### src/rtl/current_limit_monitor_if.sv
// rtl/current_limit_monitor_if.sv - tagged current sample stream from the ADC sequencer
interface current_limit_monitor_if;
    logic        sample_valid;
    logic [1:0]  sample_ch;
    logic [15:0] sample_data;
    logic        sample_ready;

    // Sequencer side: drives samples, sees back-pressure.
    modport master (
        output sample_valid,
        output sample_ch,
        output sample_data,
        input  sample_ready
    );

    // Monitor side: consumes samples.
    modport slave (
        input  sample_valid,
        input  sample_ch,
        input  sample_data,
        output sample_ready
    );
endinterface

### src/rtl/current_limit_monitor.sv
// rtl/current_limit_monitor.sv - DDS/CW/ADC over-current debounce, fault latch and shutdown (option: CURRENT_MON_AUTO_RETRY_EN)
module current_limit_monitor #(
    parameter int TRIP_COUNT   = 8,
    parameter int RETRY_CYCLES = 1000
) (
    input  logic                     clk,
    input  logic                     start_rst,
    input  logic [15:0]              dds_current_limit,
    input  logic [15:0]              cw_current_limit,
    input  logic [15:0]              adc_current_limit,
    input  logic                     monitor_en,
    input  logic                     clear,
    current_limit_monitor_if.slave   smp,
    output logic [7:0]               status,
    output logic                     shutdown,
    output logic                     fault_irq
);

    typedef enum logic [1:0] {
        IDLE     = 2'b00,
        ARMED    = 2'b01,
        TRIPPED  = 2'b10,
        CLEARING = 2'b11
    } state_t;

    localparam logic [3:0] TRIP_C = 4'(TRIP_COUNT);

    state_t            state_q;
    logic              en_s1_q, en_s2_q;
    logic              clr_s1_q, clr_s2_q, clr_s3_q;
    logic [2:0][15:0]  lim_raw;
    logic [2:0][15:0]  lim_s1_q, lim_s2_q, lim_sh_q;
    logic [2:0][3:0]   cnt_q, cnt_d;
    logic [2:0]        trip_ch;
    logic [2:0]        fault_q;
    logic              illegal_q;
    logic              shutdown_q, fault_irq_q, sample_ready_q;
    logic              accept, clear_edge, retry_done;

    // Index 0 = DDS, 1 = CW, 2 = ADC, matching the sample channel tags.
    assign lim_raw    = {adc_current_limit, cw_current_limit, dds_current_limit};
    assign accept     = smp.sample_valid & sample_ready_q;
    assign clear_edge = clr_s2_q & ~clr_s3_q;

    assign smp.sample_ready = sample_ready_q;
    assign shutdown         = shutdown_q;
    assign fault_irq        = fault_irq_q;
    assign status           = {state_q, shutdown_q, illegal_q, |fault_q, fault_q};

    // Bring enable and clear into the clk domain; third clear flop is the edge-detect history.
    always_ff @(posedge clk or posedge start_rst) begin
        if (start_rst) begin
            en_s1_q  <= 1'b0;
            en_s2_q  <= 1'b0;
            clr_s1_q <= 1'b0;
            clr_s2_q <= 1'b0;
            clr_s3_q <= 1'b0;
        end else begin
            en_s1_q  <= monitor_en;
            en_s2_q  <= en_s1_q;
            clr_s1_q <= clear;
            clr_s2_q <= clr_s1_q;
            clr_s3_q <= clr_s2_q;
        end
    end

    // Limit shadows load only once two consecutive samples of the SCL-domain bus agree,
    // so a multi-bit bus caught mid-update is never used.
    always_ff @(posedge clk or posedge start_rst) begin
        if (start_rst) begin
            lim_s1_q <= '0;
            lim_s2_q <= '0;
            lim_sh_q <= '0;
        end else begin
            lim_s1_q <= lim_raw;
            lim_s2_q <= lim_s1_q;
            for (int c = 0; c < 3; c++) begin
                if (lim_s1_q[c] == lim_s2_q[c]) begin
                    lim_sh_q[c] <= lim_s2_q[c];
                end
            end
        end
    end

    // Debounce evaluation of the accepted sample; a zero limit disables its channel.
    always_comb begin
        cnt_d   = cnt_q;
        trip_ch = '0;
        for (int c = 0; c < 3; c++) begin
            if (state_q == ARMED && accept && smp.sample_ch == 2'(c)) begin
                if (lim_sh_q[c] != 16'd0 && smp.sample_data > lim_sh_q[c]) begin
                    if (cnt_q[c] >= TRIP_C) begin
                        cnt_d[c] = TRIP_C;
                    end else begin
                        cnt_d[c] = cnt_q[c] + 4'd1;
                    end
                    if (cnt_d[c] == TRIP_C) begin
                        trip_ch[c] = 1'b1;
                    end
                end else begin
                    cnt_d[c] = 4'd0;
                end
            end
        end
    end

`ifdef CURRENT_MON_AUTO_RETRY_EN
    logic [15:0] retry_q;
    assign retry_done = (retry_q == 16'(RETRY_CYCLES - 1));
`else
    // Auto-retry not built: RETRY_CYCLES is never negative, so this is a constant 0.
    assign retry_done = (RETRY_CYCLES < 0);
`endif

    // Monitor FSM with counters, fault latches and registered outputs.
    always_ff @(posedge clk or posedge start_rst) begin
        if (start_rst) begin
            state_q        <= IDLE;
            cnt_q          <= '0;
            fault_q        <= '0;
            illegal_q      <= 1'b0;
            shutdown_q     <= 1'b0;
            fault_irq_q    <= 1'b0;
            sample_ready_q <= 1'b1;
`ifdef CURRENT_MON_AUTO_RETRY_EN
            retry_q        <= '0;
`endif
        end else begin
            fault_irq_q <= 1'b0;
            if (accept && smp.sample_ch == 2'd3) begin
                illegal_q <= 1'b1;
            end
            case (state_q)
                IDLE: begin
                    cnt_q <= '0;
                    if (en_s2_q) begin
                        state_q <= ARMED;
                    end
                end
                ARMED: begin
                    if (|trip_ch) begin
                        // A trip outranks a coincident clear edge, which is simply dropped.
                        cnt_q       <= cnt_d;
                        state_q     <= TRIPPED;
                        fault_q     <= fault_q | trip_ch;
                        fault_irq_q <= 1'b1;
                        shutdown_q  <= 1'b1;
`ifdef CURRENT_MON_AUTO_RETRY_EN
                        retry_q     <= '0;
`endif
                    end else if (!en_s2_q) begin
                        cnt_q   <= '0;
                        state_q <= IDLE;
                    end else begin
                        cnt_q <= cnt_d;
                    end
                end
                TRIPPED: begin
`ifdef CURRENT_MON_AUTO_RETRY_EN
                    retry_q <= retry_q + 16'd1;
`endif
                    if (clear_edge || retry_done) begin
                        state_q        <= CLEARING;
                        shutdown_q     <= 1'b0;
                        sample_ready_q <= 1'b0;
                    end
                end
                CLEARING: begin
                    cnt_q          <= '0;
                    fault_q        <= '0;
                    illegal_q      <= 1'b0;
                    sample_ready_q <= 1'b1;
                    state_q        <= en_s2_q ? ARMED : IDLE;
                end
                default: state_q <= IDLE;
            endcase
        end
    end

endmodule

### src/flat_wrapper.sv
// flat-port wrapper written by rule: the top's interface ports become plain ports
module current_limit_monitor_flat 
#(
    parameter int TRIP_COUNT   = 8,
    parameter int RETRY_CYCLES = 1000
)
  (clk, start_rst, dds_current_limit, cw_current_limit, adc_current_limit, monitor_en, clear, status, shutdown, fault_irq, smp_sample_valid, smp_sample_ch, smp_sample_data, smp_sample_ready);
  current_limit_monitor_if smp_i ();
  input  logic clk;
  input  logic start_rst;
  input  logic [15:0] dds_current_limit;
  input  logic [15:0] cw_current_limit;
  input  logic [15:0] adc_current_limit;
  input  logic monitor_en;
  input  logic clear;
  output logic [7:0] status;
  output logic shutdown;
  output logic fault_irq;
  input wire logic [$bits(smp_i.sample_valid)-1:0] smp_sample_valid;
  input wire logic [$bits(smp_i.sample_ch)-1:0] smp_sample_ch;
  input wire logic [$bits(smp_i.sample_data)-1:0] smp_sample_data;
  output wire logic [$bits(smp_i.sample_ready)-1:0] smp_sample_ready;
  assign smp_i.sample_valid = smp_sample_valid;
  assign smp_i.sample_ch = smp_sample_ch;
  assign smp_i.sample_data = smp_sample_data;
  assign smp_sample_ready = smp_i.sample_ready;
  current_limit_monitor #(.TRIP_COUNT(TRIP_COUNT), .RETRY_CYCLES(RETRY_CYCLES)) u_core (.clk(clk), .start_rst(start_rst), .dds_current_limit(dds_current_limit), .cw_current_limit(cw_current_limit), .adc_current_limit(adc_current_limit), .monitor_en(monitor_en), .clear(clear), .smp(smp_i), .status(status), .shutdown(shutdown), .fault_irq(fault_irq));
endmodule
### config.mk
export PLATFORM = sky130hd
export DESIGN_NAME = current_limit_monitor_flat
export DESIGN_NICKNAME = d
export VERILOG_FILES = /design/src/rtl/current_limit_monitor_if.sv /design/src/rtl/current_limit_monitor.sv /design/src/flat_wrapper.sv
export SDC_FILE = /design/constraint.sdc
export NUM_CORES = 1
export LEC_CHECK = 0
export CORE_ASPECT_RATIO = 2
export CORE_UTILIZATION = 61
export DETAILED_ROUTE_END_ITERATION = 6
export GPL_ROUTABILITY_DRIVEN = 0
export GPL_TIMING_DRIVEN = 1
export PLACE_DENSITY = 0.85
export SETUP_SLACK_MARGIN = 0.05
export SLEW_MARGIN = 15
export SYNTH_ARGS = -nofsm -noshare
export SYNTH_HDL_FRONTEND = slang
export SYNTH_SLANG_ARGS = --single-unit
### constraint.sdc
create_clock -name clk -period 10.5 [get_ports clk]
set_input_delay 2.1 -clock clk [delete_from_list [all_inputs] [get_ports clk]]
set_output_delay 2.1 -clock clk [all_outputs]
set_load 0.1 [all_outputs]
# Word level (Yosys, flattened, before mapping)
# Cells that the tools add are included.
# W data, S select, Z words.
totals:
  ff_bits: 170
  input_bits: 71
  output_inout_bits: 11
  word_cells: 120
classes:
  add_sub_neg: 3
  magnitude_cmp: 6
  n_eq_ne: 16
  muxes: 43
  n_bitwise: 4
  n_reduce_logical: 25
op_table:
  columns: ["cell", "count"]
  rows:
  - ["$mux W4", 15]
  - ["$eq A16 B16 Y1", 3]
  - ["$gt A16 B16 Y1", 3]
  - ["$reduce_bool A16 Y1", 3]
  - ["$mux W12", 2]
  - ["$pmux W12 S2", 1]
  - ["$mux W1", 16]
  - ["$add A4 B1 Y4 const B", 3]
  - ["$eq A4 B4 Y1 const B", 3]
  - ["$ge A4 B4 Y1 const B", 3]
  - ["$reduce_bool A2 Y1", 5]
  - ["$eq A2 B2 Y1 const B", 4]
  - ["$logic_and A1 B1 Y1", 8]
  - ["$mux W2", 4]
  - ["$pmux W2 S4", 1]
  - ["$pmux W3 S2", 1]
  - ["$reduce_and A3 Y1", 2]
  - ["$reduce_or A3 Y1", 2]
  - ["$eq A2 B1 Y1 const B", 2]
  - ["$logic_not A2 Y1", 2]
  - ["$ne A2 B1 Y1 const B", 2]
  - ["$pmux W1 S2", 2]
  - ["$reduce_and A2 Y1", 2]
  - ["$mux W3", 1]
  - ["other kinds (6)", 7]

# Logic depth before layout (Yosys ltp)
# Gate-level depths: netlist (run 1).
depth:
  depth_word: 11
  mapped_depth: 10
  mapped_depth_nobuf: 10

# Least setup slack after synthesis (run 1)
# No wires, ideal clock.
synth_timing:
  path_kind: "input port to flip-flop"
  start: "in smp_sample_data[11]"
  end: "reg u_core.cnt_q[0] (netlist bit)"
  arrival_time_ns: 4.246
  required_time_ns: 10.375
  setup_slack_ns: 6.128
  path_stages: 9
  n_path_buf: 1
  cell_sequence: "ha_1 -> nand4_1 -> or4_4 -> o2111a_1 -> o31a_4 -> o41ai_4 -> buf_6 -> nor4_2 -> mux2_4"
synth_between:
  elab_chain_len: 7
  elab_cells_between_ends: 18
  cone_classes: "order compare (3); mux (11); reduce/logical (4)"
synth_rtl:
  columns: ["element", "line", "rtl"]
  rows:
  - ["start, declared", "flat_wrapper.sv:21", "input wire logic [$bits(smp_i.sample_data)-1:0] smp_sample_data;"]
  - ["$gt A16 B16 Y1", "current_limit_monitor.sv:91", "if (lim_sh_q[c] != 16'd0 && smp.sample_data > lim_sh_q[c]) begin"]
  - ["$logic_and A1 B1 Y1", "current_limit_monitor.sv:91", null]
  - ["$mux W1 or $mux W4 (tied branches)", "current_limit_monitor.sv:91", null]
  - ["$mux W1 or $mux W4 (tied branches)", "current_limit_monitor.sv:90", "if (state_q == ARMED && accept && smp.sample_ch == 2'(c)) begin"]
  - ["$reduce_or A3 Y1 or $mux W12 (tied branches)", "current_limit_monitor.sv:141, current_limit_monitor.sv:151", null]
  - ["$mux W12 *", "current_limit_monitor.sv:141", "if (|trip_ch) begin"]
  - ["$pmux W12 S2 *", "current_limit_monitor.sv:133", "case (state_q)"]
  - ["end signal, assigned", "current_limit_monitor.sv:143", "cnt_q <= cnt_d;"]
  - ["end signal, assigned", "current_limit_monitor.sv:155", "cnt_q <= cnt_d;"]
  - ["end, declared", "current_limit_monitor.sv:33", "logic [2:0][3:0] cnt_q, cnt_d;"]
# Every way passes the cells marked *; elsewhere a longest branch is shown, timed or not.
# A chain may end at the register's enable or synchronous reset.

# Worst setup path in the final report (run 1)
layout_timing:
  start: "in smp_sample_data[13]"
  end: "reg u_core.cnt_q[1] (netlist bit)"
# The elaborated chain is that of the path after synthesis.

==> reports/metrics.yaml, run 1 <==
layout:
  antenna_cells: 0
  stdcell_area_um2: 9109
  nets: 821
  fin_util_pct: 75.57
  fin_cells: 852
  layout-drive-gt1-share_pct: 13.19
  areaGrowthSynthToFinish_pct: 21.25
global_routing:
  antenna_found_initial: 0
  grt_util_all_layers_pct: 28.55
  grt_max_degree: 90
  grt_pass1_wl_um: 27330
  gr-total-overflow: 0
  grt_pass1_vias: 5671
clock_tree:
  cts_setup_buffers: 0
  cts_max_path_buffers: 2
  insertion_delay_ns: 0.42
  root_buffer: "clkbuf_16"
  cts_sinks: 170
  postCtsResizedCells: 0
  htreeDepth: 4
  hold_buffers: 0
  clkTransAtPathRegs_ns: 0.07
  cts_made_buffers: 17
  tritoncts: "built"
power_and_ir_drop:
  power_frac_clock_pct: 42.9
  ir_drop_uv: 189.8
  pwr-share-comb_pct: 11.4
  p_sw_w: 0.0004064
  power.density_nw_per_um2: 169.1
  p_seq_share_pct: 45.7
  leakagePower_nw: 4.072
  total_power_w: 0.001540
  p_int_w: 0.001134
  netSwitchingFraction_pct: 26.38
place:
  place_inst: 820
  detailed_place_hpwl_um: 12150
  place_area_um2: 8473
  io_buffers: 81
route:
  wirelength_um: 16450
  vias: 5092
  via_per_inst: 5.977
  drt_first_pass_iters: 5
  avgRoutedWirePerCell_um: 19.31
  ant_nets: 0
  drt_iter0_drc: 337
  drc: 0
timing:
  fmax_ghz: 0.1997
  fin_tns_setup_ns: 0
  fin_crit_ns: 5.007
  worst_slew_pin_slew_ns: 0.9677
  skew_ns: 0.01538
  final-setup-viol-count: 0
  hold_viol_final: 0
  grt_setup_unrepaired: "no"
  report.final.slew_viol_count: 0
  period_share_pct: 47.68
  maxSlewHeadroom_pct: 35.35
die:
  fp.coreArea_um2: 12050
  io_pins: 82
  die-area_um2: 12790
  die_w_um: 80.47
  die_y_um: 158.9
  initial_core_util_pct: 62.33
  fp-row-count: 57
yosys:
  yosys_most_used_dff: "dfrtp_1"
  ys_warn_count: 0
  syn_nets: 728
  ys_ff_latch: 170
  synthArstFlopShare_pct: 100.0
  avgSynthCellArea_um2: 12.54
  synth_area_um2: 7512
  seq_area_frac_synth_pct: 56.65
  synthCells: 599
  synth-edff-count: 0
  ys_types: 57
setup_path:
  critPathKind: "in -> reg"
  start_kind: "input pin"
  required_ns: 10.80
  cp.arrival_ns: 5.31
  path_max_fanout: 13
  cp-end-kind: "flop"
run:
  drv_cap: 0
run_status:
  outcome: "complete, no violations"
worst_hold_path:
  hold_path.class: "reg -> reg"
-- critical path, cell delays in order --
cell and delay (ns):
clkdlybuf4s50_1 0.54, ha_1 0.39, nand4_2 0.14, or4_4 0.55
o2111a_1 0.27, o31a_4 0.14, o41ai_4 0.67, nor2_1 0.19
a32o_1 0.31
-- logic make-up (layout without fill, tap and decap cells) --
group                    Yosys count  count (layout)  share of synthesized area, %
AO/OA/AOI/OAI                     85              85                         7.978
flip-flops                       170             170                         56.65
AND/OR/NAND/NOR                  121             121                         9.111
adder cells (fa/ha/maj)           58              58                         9.660
multiplexers                      49              49                         7.395
XOR/XNOR                          48              48                         5.596
buffers and inverters             68             174                         3.614
-- worst paths after layout --
check / end / slack [ns] / cells after the start / from
worst max-delay path: u_core.cnt_q[1] / 5.49 / 9 / smp_sample_data[13]
worst min-delay path: u_core.clr_s2_q / 0.35 / 0 / u_core.clr_s1_q
worst max register to register: u_core.cnt_q[1] / 7.30 / 9 / u_core.lim_sh_q[27]
worst min register to register: u_core.clr_s2_q / 0.35 / 0 / u_core.clr_s1_q
max in group asynchronous: u_core.cnt_q[3] / 7.07 / 3 / start_rst
min in group asynchronous: u_core.lim_s1_q[17] / 2.17 / 2 / start_rst
-- area by class of cell --
class                   count  area [um^2]
flip-flops and latches    170         4255
multi-input cells         361         2985
fillers                   735         2944
repair buffers             82        822.0
clock buffers              18        429.2
inverters                  60        230.2
clock inverters            14        202.7
well taps                 147        183.9
-- stage by stage --
step	setup WS [ns]	hold WS, ns
2_1_floorplan	3.798	0.3312
3_5_place_dp	5.151	0.3411
5_1_grt	5.396	0.3603
6_report	5.493	0.3533
3_3_place_gp	5.228	0.3323
4_1_cts	5.535	0.3581
-- layout by cell type, fill, tap and decap left out, types with 2 or more instances in the layout --
master | synthesis | final
a221oi_1 | 2 | 2
a21oi_1 | 26 | 26
clkbuf_16 | 0 | 17
nand2_1 | 20 | 20
o2bb2ai_1 | 2 | 2
inv_8 | 0 | 5
dfrtp_1 | 169 | 169
nor2_1 | 16 | 16
nor2b_1 | 5 | 5
a21o_1 | 5 | 5
inv_1 | 60 | 59
a32o_1 | 2 | 2
o211ai_1 | 3 | 3
clkdlybuf4s50_1 | 0 | 81
nor4_1 | 27 | 27
nand4_1 | 16 | 16
ha_1 | 58 | 58
mux2_2 | 48 | 48
or4_1 | 2 | 2
nand3_1 | 10 | 10
o21ai_0 | 17 | 17
xor2_1 | 48 | 48
a41oi_1 | 2 | 2
or3_1 | 3 | 3
o21bai_1 | 4 | 4
o41ai_1 | 2 | 2
nor3b_1 | 3 | 3
nor3_1 | 4 | 4
nand2b_1 | 5 | 5
inv_6 | 0 | 3
bufinv_16 | 0 | 3
a31oi_1 | 4 | 4
clkinvlp_4 | 0 | 3
o21a_1 | 3 | 3
-- Yosys cell counts, types with 3 or more instances --
cell type / count / area (um^2)
nor2_1: 16 / 60.06
a21o_1: 5 / 37.54
or3_1: 3 / 18.77
nor3_1: 4 / 20.02
o211ai_1: 3 / 22.52
nand3_1: 10 / 50.05
ha_1: 58 / 725.7
o21bai_1: 4 / 30.03
inv_1: 60 / 225.2
xor2_1: 48 / 420.4
nor3b_1: 3 / 22.52
mux2_2: 48 / 540.5
a31oi_1: 4 / 25.02
o21a_1: 3 / 22.52
o21ai_0: 17 / 85.08
nor4_1: 27 / 168.9
nand2b_1: 5 / 31.28
a21oi_1: 26 / 130.1
clkbuf_1: 4 / 15.01
nor2b_1: 5 / 31.28
dfrtp_1: 169 / 4229
nand4_1: 16 / 100.1
nand2_1: 20 / 75.07
-- metal layers --
layer,track usage (%),routed length (um)
met3,5.616,820
met5,0,0
met2,49.04,8860
met4,19.16,1039
met1,30.64,5733
-- power groups by stage --
| stage | logic (W) | clock network [W] | registers [W] |
|---|---|---|---|
| floorplan | 0.0000847 | 0 | 0.000741 |
| global placement | 0.000166 | 0 | 0.000714 |
| detailed placement | 0.000174 | 0 | 0.000717 |
| CTS | 0.000176 | 0.000673 | 0.000705 |
| global route | 0.000191 | 0.000703 | 0.000707 |
| finish | 0.000175 | 0.000661 | 0.000704 |
-- state kept, by name, summed over array words and instances, names as in the netlist, named ones only --
signal,cells
u_core.clr_s1_q,1
u_core.clr_s2_q,1
u_core.clr_s3_q,1
u_core.cnt_q,12
u_core.en_s1_q,1
u_core.en_s2_q,1
u_core.fault_irq,1
u_core.fault_q,3
u_core.illegal_q,1
u_core.lim_s1_q,48
u_core.lim_s2_q,48
u_core.lim_sh_q,48
u_core.shutdown,1
u_core.smp.sample_ready,1
u_core.state_q,1
Power figures use the tool's default switching activity.
==> inputs of run 2 (changes only) <==
--- a/config.mk
+++ b/config.mk
@@ -6,11 +6,11 @@
 export NUM_CORES = 1
 export LEC_CHECK = 0
 export CORE_ASPECT_RATIO = 2
-export CORE_UTILIZATION = 61
+export CORE_UTILIZATION = 51
 export DETAILED_ROUTE_END_ITERATION = 6
 export GPL_ROUTABILITY_DRIVEN = 0
 export GPL_TIMING_DRIVEN = 1
-export PLACE_DENSITY = 0.85
+export PLACE_DENSITY = 0.76
 export SETUP_SLACK_MARGIN = 0.05
 export SLEW_MARGIN = 15
 export SYNTH_ARGS = -nofsm -noshare
==> constraint.sdc (replaced) <==
create_clock -name clk -period 4.3 [get_ports clk]
set_input_delay 0.86 -clock clk [delete_from_list [all_inputs] [get_ports clk]]
set_output_delay 0.86 -clock clk [all_outputs]
set_load 0.1 [all_outputs]
==> run 2 against run 1 <==
Against the previous run:
- routed wire length is 4.2% lower
- non-clock buffer count is 3 higher
- global-route usage is 5.6 points lower
- clock skew is 0.0058 ns lower
- count of clock-buffer cells in the layout is 1 higher
- via count is 2.9% lower
- critical path depth is 1 higher
- sequential share of layout area is 0.16 points lower
- clock power is 120% higher
- worst setup slack worse by 4.8 ns
==> reports/metrics.yaml, run 2 (same netlist as run 1, synthesis figures left out) <==
run_status:
  outcome: "complete, no violations"  # unchanged
route:
  wirelength_um: 15760  # was 16450 um
  ant_nets: 0  # unchanged
  avgRoutedWirePerCell_um: 17.51  # was 19.31 um
  drt_first_pass_iters: 7  # was 5
  drc: 0  # unchanged
  via_per_inst: 5.493  # was 5.977
  drt_iter0_drc: 243  # was 337
  vias: 4944  # was 5092
timing:
  worst_slew_pin_slew_ns: 0.9734  # was 0.9677 ns
  grt_setup_unrepaired: "no"  # unchanged
  fin_tns_setup_ns: 0  # unchanged
  hold_viol_final: 0  # unchanged
  final-setup-viol-count: 0  # unchanged
  skew_ns: 0.009601  # was 0.01538 ns
  holdWs_ns: 0.3540  # was 0.3533 ns
  period_share_pct: 83.69
  finalWorstSetupSlack_ns: 0.7013  # was 5.493 ns
  fmax_ghz: 0.2779
  maxSlewHeadroom_pct: 34.91  # was 35.35%
  report.final.slew_viol_count: 0  # unchanged
  fin_crit_ns: 3.599
layout:
  fin_cells: 900  # was 852
  register_area_um2: 4255  # unchanged
  layout-drive-gt1-share_pct: 13.56  # was 13.19%
  final_cell_mix: "dfrtp_1 (169), clkdlybuf4s50_1 (81), inv_1 (59)"  # unchanged
  antenna_cells: 0  # unchanged
  num-fill-cells: 1067  # was 735
  nets: 824  # was 821
  multi_input_area_um2: 2985  # unchanged
  areaGrowthSynthToFinish_pct: 21.67  # was 21.25%
  reg_top3: "u_core.lim_s1_q: 48 flops, u_core.lim_s2_q: 48 flops, u_core.lim_sh_q: 48 flops"  # unchanged
  final_common_cell: "dfrtp_1"  # unchanged
place:
  place_inst: 868  # was 820
  dp_slack_ns: 0.3166  # was 5.151 ns
  io_buffers: 81  # unchanged
  detailed_place_hpwl_um: 11900  # was 12150 um
global_routing:
  grt_pass1_wl_um: 26160  # was 27330 um
  grt_max_degree: 107  # was 90
  grt_pass1_vias: 5399  # was 5671
  grt_util_all_layers_pct: 22.90  # was 28.55%
  antenna_found_initial: 0  # unchanged
  gr-total-overflow: 0  # unchanged
worst_hold_path:
  worstHoldEndpoint: "u_core.clr_s2_q"  # unchanged
  holdPathStages: 0  # unchanged
  worstHoldStart: "u_core.clr_s1_q"  # unchanged
  hold_path.class: "reg -> reg"  # unchanged
setup_path:
  cp-end-kind: "flop"  # unchanged
  cp.arrival_ns: 3.91  # was 5.31 ns
  required_ns: 4.61  # was 10.80 ns
  path_max_fanout: 13  # unchanged
  start_kind: "input pin"  # unchanged
  reg2regPathDepth: 10  # was 9
  rrSetupSlack_ns: 1.18  # was 7.30 ns
  critPathKind: "in -> reg"  # unchanged
  r2r-end: "u_core.cnt_q[1]"  # unchanged
clock_tree:
  htreeDepth: 4  # unchanged
  cts_made_buffers: 17  # unchanged
  clkTransAtPathRegs_ns: 0.07  # about the same
  postCtsResizedCells: 0  # unchanged
  root_buffer: "clkbuf_16"  # unchanged
  cts_sinks: 170  # unchanged
  insertion_delay_ns: 0.42  # about the same
  tritoncts: "built"  # unchanged
  cts_setup_buffers: 0  # unchanged
  cts_max_path_buffers: 2  # unchanged
  hold_buffers: 0  # unchanged
die:
  fp-row-count: 62  # was 57
  die_y_um: 173.6  # was 158.9 um
  initial_core_util_pct: 52.35  # was 62.33%
  die_w_um: 87.82  # was 80.47 um
  io_pins: 82  # unchanged
  die-area_um2: 15250  # was 12790 um^2
  fp.coreArea_um2: 14350  # was 12050 um^2
run:
  drv_cap: 0  # unchanged
power_and_ir_drop:
  leakagePower_nw: 4.064  # was 4.072 nW
  power.density_nw_per_um2: 396.2  # was 169.1 nW/um^2
  total_power_w: 0.003622  # was 0.001540 W
  ir_drop_uv: 256.1  # was 189.8 uV
[run 2: cell types whose count changed in the layout (fill, tap and decap cells not counted), moves of 2 or more]
cell | previous run | this run
buf_4 | 0 | 3
clkinv_4 | 0 | 3
inv_8 | 5 | 2
bufinv_16 | 3 | 1
[run 2: per-stage QoR]
| step | area, um^2 | util, % |
|---|---|---|
| floorplan | 7516 | - |
| global placement | 8563 | 59.67 |
| detailed placement | 8563 | 59.67 |
| CTS | 9140 | 63.69 |
| global route | 9140 | 63.69 |
| finish | 9140 | 63.69 |
[run 2: final cells by class]
type,instances,share of cell area [%]
Inverter,60,2.505
Timing Repair Buffer,85,9.336
Tap cell,192,2.628
Clock inverter,13,1.465
Sequential cell,170,46.56
Clock buffer,19,4.846
Multi-Input combinational cell,361,32.66
[run 2: worst max-delay path: stages]
cell and delay (ns):
clkdlybuf4s50_1 0.56, ha_1 0.42, nand4_2 0.13, or4_4 0.55, o2111a_1 0.27, o31a_4 0.14
o41ai_4 0.29, buf_4 0.25, nor2_1 0.11, a32o_1 0.33
[run 2: how the worst max path moves through the flow]
stage,start,end,cells past startpoint,slack [ns]
4_1_cts,smp_sample_data[13],u_core.cnt_q[1],10,0.75
2_1_floorplan,u_core.state_q[0],u_core.cnt_q[8],9,1.15
5_1_grt,smp_sample_data[13],u_core.cnt_q[1],10,0.65
3_3_place_gp,smp_sample_data[14],u_core.cnt_q[1],10,0.41
6_report,smp_sample_data[14],u_core.cnt_q[1],10,0.70
3_5_place_dp,smp_sample_data[14],u_core.cnt_q[1],10,0.32
[run 2: routing by layer]
metal / up-vias / global-route usage, % / wire, um
met2: 131 / 39.02 / 8635
met3: 40 / 5.095 / 567
met4: 0 / 12.02 / 635
met1: 2469 / 26.13 / 5917
met5: - / 0 / 0
li1: 2304 / - / -
[run 2: where the power goes]
group / total (W) / switching [W] / internal [W] / leakage [nW]
Combinational: 0.000437 / 0.000269 / 0.000168 / 1.66
Sequential: 0.00172 / 0.0000535 / 0.00166 / 2.13
Clock: 0.00147 / 0.000639 / 0.000829 / 0.279
Total: 0.00362 / 0.000961 / 0.00266 / 4.06
